--- config.mk ---
export PLATFORM = sky130hd
export DESIGN_NAME = crc_stream_codec
export DESIGN_NICKNAME = d
export VERILOG_FILES = /design/src/rtl/crc_pkg.sv /design/src/rtl/crc_lfsr_step.sv /design/src/rtl/crc_stream_codec.sv
export SDC_FILE = /design/constraint.sdc
export NUM_CORES = 1
export LEC_CHECK = 0
export CAP_MARGIN = 20
export CORE_MARGIN = 1
export CORE_UTILIZATION = 49
export CTS_BUF_LIST = sky130_fd_sc_hd__clkbuf_8
export CTS_CLUSTER_DIAMETER = 150
export DETAILED_ROUTE_END_ITERATION = 8
export MAX_ROUTING_LAYER = met4
export PLACE_DENSITY = 0.85
export SYNTH_ARGS = -nofsm -noshare
export SYNTH_HDL_FRONTEND = slang
export SYNTH_HIERARCHICAL = 1
export SYNTH_SLANG_ARGS = --single-unit
--- constraint.sdc ---
create_clock -name clk -period 1.9 [get_ports clk]
set_clock_uncertainty 0.2 [all_clocks]
set_input_delay 0.38 -clock clk [delete_from_list [all_inputs] [get_ports clk]]
set_output_delay 0.38 -clock clk [all_outputs]
set_load 0.02 [all_outputs]
--- src/rtl/crc_pkg.sv ---
// Shared types and constants for the CRC stream codec.
// Holds the FSM state encoding, mode codes and the default CRC-4 polynomial.
package crc_pkg;

    // Three-state transaction FSM: accept, shift DATA_W bits, present result.
    typedef enum logic [1:0] {
        IDLE  = 2'd0,
        SHIFT = 2'd1,
        DONE  = 2'd2
    } crc_state_t;

    localparam logic MODE_ENC = 1'b0;
    localparam logic MODE_CHK = 1'b1;

    // x^4 + x + 1 with the implicit x^4 term dropped.
    localparam logic [3:0] CRC4_POLY = 4'h3;

endpackage

--- src/rtl/crc_lfsr_step.sv ---
// One-bit combinational next-state of a Galois (non-augmented) CRC LFSR.
// Ports: lfsr (current remainder), din (next message bit, MSB first),
//        lfsr_next (remainder after absorbing din).
module crc_lfsr_step #(
    parameter int                CRC_W = 4,
    parameter logic [CRC_W-1:0]  POLY  = 4'h3
) (
    input  logic [CRC_W-1:0] lfsr,
    input  logic             din,
    output logic [CRC_W-1:0] lfsr_next
);

    logic fb;

    // Message bit enters at the top, so no zero-padding cycles are needed.
    assign fb        = lfsr[CRC_W-1] ^ din;
    assign lfsr_next = {lfsr[CRC_W-2:0], 1'b0} ^ (fb ? POLY : '0);

endmodule

--- src/rtl/crc_stream_codec.sv ---
// Handshaked bit-serial CRC encoder/checker for the memory-protection path.
// Ports: clk, rst_n (async active-low); request in_valid/in_ready with mode,
//        data_in, crc_in, addr_in; result out_valid/out_ready with code_out
//        ({data, crc_calc}), addr_out, syndrome and err.
module crc_stream_codec
    import crc_pkg::*;
#(
    parameter int               DATA_W = 8,
    parameter int               CRC_W  = 4,
    parameter logic [CRC_W-1:0] POLY   = CRC_W'(CRC4_POLY),
    parameter logic [CRC_W-1:0] INIT   = '0,
    parameter int               ADDR_W = 4
) (
    input  logic                    clk,
    input  logic                    rst_n,
    input  logic                    in_valid,
    output logic                    in_ready,
    input  logic                    mode,
    input  logic [DATA_W-1:0]       data_in,
    input  logic [CRC_W-1:0]        crc_in,
    input  logic [ADDR_W-1:0]       addr_in,
    output logic                    out_valid,
    input  logic                    out_ready,
    output logic [DATA_W+CRC_W-1:0] code_out,
    output logic [ADDR_W-1:0]       addr_out,
    output logic [CRC_W-1:0]        syndrome,
    output logic                    err
);

    localparam int CNT_W = $clog2(DATA_W + 1);

    crc_state_t        state;
    logic [DATA_W-1:0] data_q;
    logic [DATA_W-1:0] shreg;
    logic [CRC_W-1:0]  crc_q;
    logic [CRC_W-1:0]  lfsr;
    logic [CRC_W-1:0]  lfsr_next;
    logic [ADDR_W-1:0] addr_q;
    logic              mode_q;
    logic [CNT_W-1:0]  cnt;
    logic              take;
    logic              last;
    logic              is_chk;

    assign in_ready  = (state == IDLE);
    assign out_valid = (state == DONE);
    assign take      = in_valid && in_ready;
    assign last      = (cnt == CNT_W'(DATA_W - 1));

    crc_lfsr_step #(
        .CRC_W (CRC_W),
        .POLY  (POLY)
    ) u_step (
        .lfsr      (lfsr),
        .din       (shreg[DATA_W-1]),
        .lfsr_next (lfsr_next)
    );

    always_ff @(posedge clk or negedge rst_n) begin
        if (!rst_n) begin
            state  <= IDLE;
            data_q <= '0;
            shreg  <= '0;
            crc_q  <= '0;
            lfsr   <= '0;
            addr_q <= '0;
            mode_q <= MODE_ENC;
            cnt    <= '0;
        end else begin
            case (state)
                IDLE: begin
                    if (take) begin
                        data_q <= data_in;
                        shreg  <= data_in;
                        crc_q  <= crc_in;
                        addr_q <= addr_in;
                        mode_q <= mode;
                        lfsr   <= INIT;
                        cnt    <= '0;
                        state  <= SHIFT;
                    end
                end
                SHIFT: begin
                    lfsr  <= lfsr_next;
                    shreg <= {shreg[DATA_W-2:0], 1'b0};
                    cnt   <= cnt + CNT_W'(1);
                    if (last) begin
                        state <= DONE;
                    end
                end
                DONE: begin
                    if (out_ready) begin
                        state <= IDLE;
                    end
                end
                default: begin
                    state <= IDLE;
                end
            endcase
        end
    end

    // Result registers only change on accept or while shifting, so the
    // outputs stay frozen for as long as DONE is back-pressured.
    assign is_chk   = (mode_q == MODE_CHK);
    assign code_out = {data_q, lfsr};
    assign addr_out = addr_q;
    assign syndrome = is_chk ? (lfsr ^ crc_q) : '0;
    assign err      = is_chk && (|syndrome);

endmodule
==> out/qor.csv, run 1 <==
stage,metric,value,unit
run_status,status,"complete, but fails checks",
run_status,violations,setup timing,
sta,max_slew.worst_pin.slew,0.462,ns
route,wl_per_cell,14.0,um
logic_synthesis,synth_area,1550,um^2
logic_synthesis,ys_top_cells_by_area,"dfrtp_1 (56%), mux2_2 (12%), nand2_1 (6.3%)",
worst_setup_path,critPathTopFamily,simple AND/OR/NAND/NOR gates,
die,start_util,51.2,%
worst_setup_path,worstPathArrival,1.66,ns
logic_synthesis,syn-instance-count,128,
global_route,grt.total_usage,22.3,%
die,die_h,58.2,um
sta,slew_headroom,69.2,%
die,coreArea,3030,um^2
global_route,gr-usage-met2,37.1,%
global_route,grt_pass1_wl,5240,um
worst_setup_path,crit_path_top_delay_cell,or4_4,
route,route.vias.total,1165,
sta,hold_violations,0,
power,ir_drop,0.000876,V
worst_setup_path,critPathBufInv,1,
die,io_pins,44,
clock_tree,h-tree-depth,2,
logic_synthesis,ys_seq_area_share,56.5,%
sta,period_needed,2.24,ns
global_route,grt-busiest-layer,met2,
route,avgViaCountPerCell,5.13,
hold_path,min_path_type,reg -> reg,
route,dr.pass1.iters,4,
global_route,grt_use_met3,6.70,%
sta,fin_crit_sh,118,%
logic_synthesis,ys_seq_elements,35,
final_layout,nNetsFinal,204,
clock_tree,postCtsSetupRepairBufs,0,
clock_tree,cts_buffers,5,
clock_tree,cts_tree,done,
sta,finalMaxSlewViolations,0,
logic_synthesis,synth_ff_type,dfrtp_1,
placed_design,io_buffers,43,
global_route,grt_max_degree,36,
placed_design,place_inst,219,
power,power,3.90,mW
final_layout,final_cell_mix,"dfrtp_1 (32), clkdlybuf4s50_1 (32), nand2_1 (26)",
worst_setup_path,end_kind,primary output,
route,drtIter0Drc,40,
clock_tree,root_buffer,clkbuf_8,
placed_design,dpl.hpwl,2200,um
clock_tree,clk_latency,0.29,ns
logic_synthesis,synth_cell_types,26,
final_layout,area_growth,40.4,%
logic_synthesis,synth_edf_count,0,
final_layout,nFillCells,202,
sta,rsz0062_at_grt,true,
flow_run,cap_violations,0,
logic_synthesis,yosysWarningCount,6,
power,power_leakage,1.01,nW
route,ant_nets,0,
final_layout,fin_cells,227,
final_layout,diodes,0,
global_route,antenna_found_initial,0,
global_route,overflow,0,
worst_setup_path,critPathKind,reg -> out,
sta,fmax,0.446,GHz
worst_setup_path,start_kind,flip-flop,
die,dieArea,3390,um^2
sta,tns,-0.344,ns
logic_synthesis,avgSynthCellArea,12.1,um^2
final_layout,drive_gt1_share,27.3,%
logic_synthesis,yosysTopAreaCell,dfrtp_1,
route,wirelength,3170,um
route,drc,0,
die,die_w,58.2,um
logic_synthesis,yosysTopAreaCellShare,56.5,%
clock_tree,cts_sinks,35,
worst_setup_path,critPathMaxStageDelay,0.52,ns
global_route,grt_use_met1,24.7,%
clock_tree,clockBufferDepth,2,
worst_setup_path,crit_fanout,2,
sta,setup_ws,-0.344,ns
worst_setup_path,crit_chain,"xor2_1, and2_4, or4_4, buf_6",
sta,setup_viol,1,
die,row_count,20,
global_route,grt_pass1_vias,1173,
placed_design,place_congestion,0.777,
logic_synthesis,synth_nets,150,
logic_synthesis,async_flop_share,100,%
clock_tree,clkTransAtPathRegs,0.07,ns
power,powerDensity,1790,nW/um^2
worst_setup_path,timing.critical_path.required,1.32,ns
-- worst paths after layout --
check | startpoint | to | slack, ns | depth (start not counted)
setup / recovery | lfsr[0] | err | -0.34 | 4
hold / removal | shreg[6] | shreg[6] | 0.27 | 2
setup reg to reg | state[0] | crc_q[1] | 0.21 | 4
hold reg to reg | shreg[6] | shreg[6] | 0.27 | 2
max in group asynchronous | rst_n | lfsr[2] | 0.86 | 2
min in group asynchronous | rst_n | cnt[0] | 0.29 | 2
-- state kept, by name, summed over array words and instances (netlist names) --
signal    count
data_q        8
addr_out      4
shreg         8
cnt           4
state         2
lfsr          4
is_chk        1
crc_q         4
-- worst register-to-register path, cell delays in order, from the launching register on --
cell     delay, ns
dfrtp_1       0.42
buf_4         0.16
nor3b_4       0.22
buf_12        0.20
mux2_2        0.36
-- per-layer routing --
layer	up-vias	share of wire [%]
met5	-	0
met4	0	2.3
met3	7	4.2
met2	32	53
met1	584	40
li1	542	-
-- cell families (layout without fill, tap and decap cells) --
kind of cell / count (synthesis) / count (layout) / synth area share, %
flops: 35 / 35 / 56.5
buf+inv: 9 / 64 / 3.63
xor+xnor: 6 / 6 / 4.36
compound gates: 19 / 19 / 8.47
fa+ha+maj: 1 / 1 / 0.807
mux: 18 / 18 / 13.0
simple gates: 40 / 40 / 13.2
-- where the power goes --
group	total (mW)	leakage, nW	internal, mW	switching, mW
registers	1.32	0.425	1.10	0.226
logic	1.98	0.531	1.03	0.951
clock network	0.594	0.0505	0.329	0.265
total	3.90	1.01	2.45	1.44
-- synthesized netlist by cell type (3+ instances only) --
library cell,instances
a22oi_1,7
and2_1,3
buf_2,3
buf_4,5
dfrtp_1,35
mux2_2,17
nand2_1,26
nand2b_1,4
o21ai_0,7
xor2_1,5
-- metrics by stage --
step	setup WS, ns	hold WS (ns)	utilization (%)	area [um^2]
2_1_floorplan	-0.0425	-0.116	-	1560
3_5_place_dp	-0.423	0.260	69.2	2090
4_1_cts	-0.353	0.276	72.4	2190
6_report	-0.344	0.271	71.9	2180
3_3_place_gp	-0.387	0.251	69.2	2090
5_1_grt	-0.397	0.309	71.9	2180
-- final cells by class --
type	count	area (um^2)	area share (%)
clock buffers	7	96.3	4.43
clock inverters	1	7.51	0.345
inverters	1	3.75	0.172
multi-input cells	84	623	28.6
flip-flops and latches	35	880	40.4
well taps	44	55.1	2.53
repair buffers	55	512	23.5
-- what timing repair did --
action,CTS,global route
endpoints found under the setup margin,11,6
pin swaps,3,1
gates resized for setup,20,4
hold buffers,0,0
gates cloned,0,0
Power figures use the tool's default switching activity.
==> inputs of run 2 (changes only) <==
- CORE_UTILIZATION: 49 -> 25
- PLACE_DENSITY: 0.85 -> 0.5
==> out/qor.csv, run 2 (same netlist as run 1, synthesis figures left out) <==
stage,metric,value,unit
route,route.vias.total,1150,
die,io_pins,44,
route,drtIter0Drc,29,
clock_tree,clkTransAtPathRegs,0.06,ns
worst_setup_path,timing.critical_path.required,1.32,ns
hold_path,min_path_type,reg -> reg,
power,combPwrFrac,52.8,%
final_layout,final_cell_mix,"dfrtp_1 (32), clkdlybuf4s50_1 (32), nand2_1 (26)",
final_layout,reg_top3,"data_q (8), shreg (8)",
clock_tree,cts_buffers,5,
worst_setup_path,r2r_cells,4,
placed_design,dpl.hpwl,2430,um
placed_design,place_congestion,0.718,
sta,rsz0062_at_grt,true,
hold_path,holdPathStages,2,
sta,setup_ws,-0.318,ns
final_layout,drive_gt1_share,27.4,%
sta,slew_headroom,70.3,%
sta,hold_violations,0,
route,wirelength,3330,um
sta,finalMaxSlewViolations,0,
worst_setup_path,start_kind,flip-flop,
sta,fin_crit_sh,117,%
clock_tree,root_buffer,clkbuf_8,
hold_path,min-delay-start,shreg[6],
worst_setup_path,critPathKind,reg -> out,
die,die_w,80.7,um
clock_tree,clockBufferDepth,2,
route,ant_nets,0,
die,start_util,26.0,%
clock_tree,cts_tree,done,
run_status,status,"complete, but fails checks",
global_route,grt_pass1_vias,1222,
global_route,antenna_found_initial,0,
power,intPower,2.41,mW
route,avgViaCountPerCell,4.41,
global_route,overflow,0,
placed_design,placed_cell_area,2140,um^2
worst_setup_path,r2r_start,state[0],
power,seqPwrFrac,34.4,%
placed_design,io_buffers,43,
clock_tree,h-tree-depth,2,
sta,setup_viol,2,
global_route,grt.total_usage,11.6,%
clock_tree,postCtsSetupRepairBufs,0,
route,dr.pass1.iters,3,
global_route,grt_pass1_wl,5500,um
worst_setup_path,crit_fanout,2,
die,die_h,80.7,um
die,coreArea,5960,um^2
clock_tree,clk_latency,0.27,ns
die,dieArea,6520,um^2
worst_setup_path,rrSetupSlack,0.24,ns
power,pwr-share-clk,12.8,%
die,row_count,28,
hold_path,whs_endpoint,shreg[6],
route,drc,0,
route,wl_per_cell,12.8,um
global_route,grt_max_degree,36,
worst_setup_path,end_kind,primary output,
power,power_leakage,1.02,nW
final_layout,diodes,0,
run_status,violations,setup timing,
final_layout,final_area,2230,um^2
final_layout,nNetsFinal,207,
power,ir_drop,0.000914,V
power,powerDensity,1720,nW/um^2
sta,period_needed,2.22,ns
sta,fmax,0.451,GHz
flow_run,cap_violations,0,
power,switching_share,37.0,%
power,power_switching,1.42,mW
clock_tree,cts_sinks,35,
final_layout,area_growth,43.6,%
sta,tns,-0.557,ns
worst_setup_path,worstPathArrival,1.64,ns
sta,max_slew.worst_pin.slew,0.445,ns
worst_setup_path,r2r_end,data_q[7],
## run 2: power groups by stage
| stage | Clock [mW] | Combinational [mW] | Sequential [mW] |
|---|---|---|---|
| 2_1_floorplan | 0 | 1.02 | 1.54 |
| 3_3_place_gp | 0 | 2.07 | 1.30 |
| 3_5_place_dp | 0 | 2.12 | 1.33 |
| 4_1_cts | 0.515 | 2.08 | 1.32 |
| 5_1_grt | 0.554 | 2.21 | 1.37 |
| 6_report | 0.489 | 2.02 | 1.32 |
## run 2: area by class of cell
class	instances	area, um^2
fillers	613	3730
clock buffers	5	68.8
flip-flops and latches	35	880
inverters	1	3.75
well taps	75	93.8
multi-input cells	84	631
clock inverters	3	12.5
repair buffers	58	537
## run 2: timing repair
item                                   CTS  global route
hold buffers                             1             0
resized for setup                       18             3
endpoints found under the hold margin   35             0
pin swaps                                3             2
setup endpoints to repair               11             5
## run 2: routing by layer
layer | track usage (%) | part of all wire, % | up-vias
met1 | 12.4 | 42 | 577
li1 | - | - | 545
met3 | 2.47 | 4.1 | 2
met4 | 4.82 | 1.2 | 0
met5 | - | 0 | -
met2 | 20.8 | 52 | 26
## run 2: how the worst max path moves through the flow
stage / startpoint / endpoint / cells past startpoint
floorplan: lfsr[3] / err / 3
global placement: lfsr[2] / err / 4
detailed placement: crc_q[2] / err / 4
CTS: lfsr[2] / err / 4
global route: lfsr[0] / err / 4
finish: lfsr[2] / err / 4
## run 2: worst max-delay path: stages (launching register included)
cell and delay (ns):
dfrtp_2 0.42, xor2_2 0.18, and2_4 0.14, or4_4 0.47
buf_6 0.15
## run 2: metrics by stage
stage	setup slack [ns]	std cells	utilization, %	power (mW)	hold slack, ns
2_1_floorplan	-0.0425	128	-	2.56	-0.116
3_5_place_dp	-0.451	252	36.0	3.45	0.251
4_1_cts	-0.335	261	37.5	3.91	0.273
6_report	-0.318	261	37.4	3.83	0.270
5_1_grt	-0.367	261	37.4	4.13	0.298
3_3_place_gp	-0.400	252	36.0	3.37	0.247
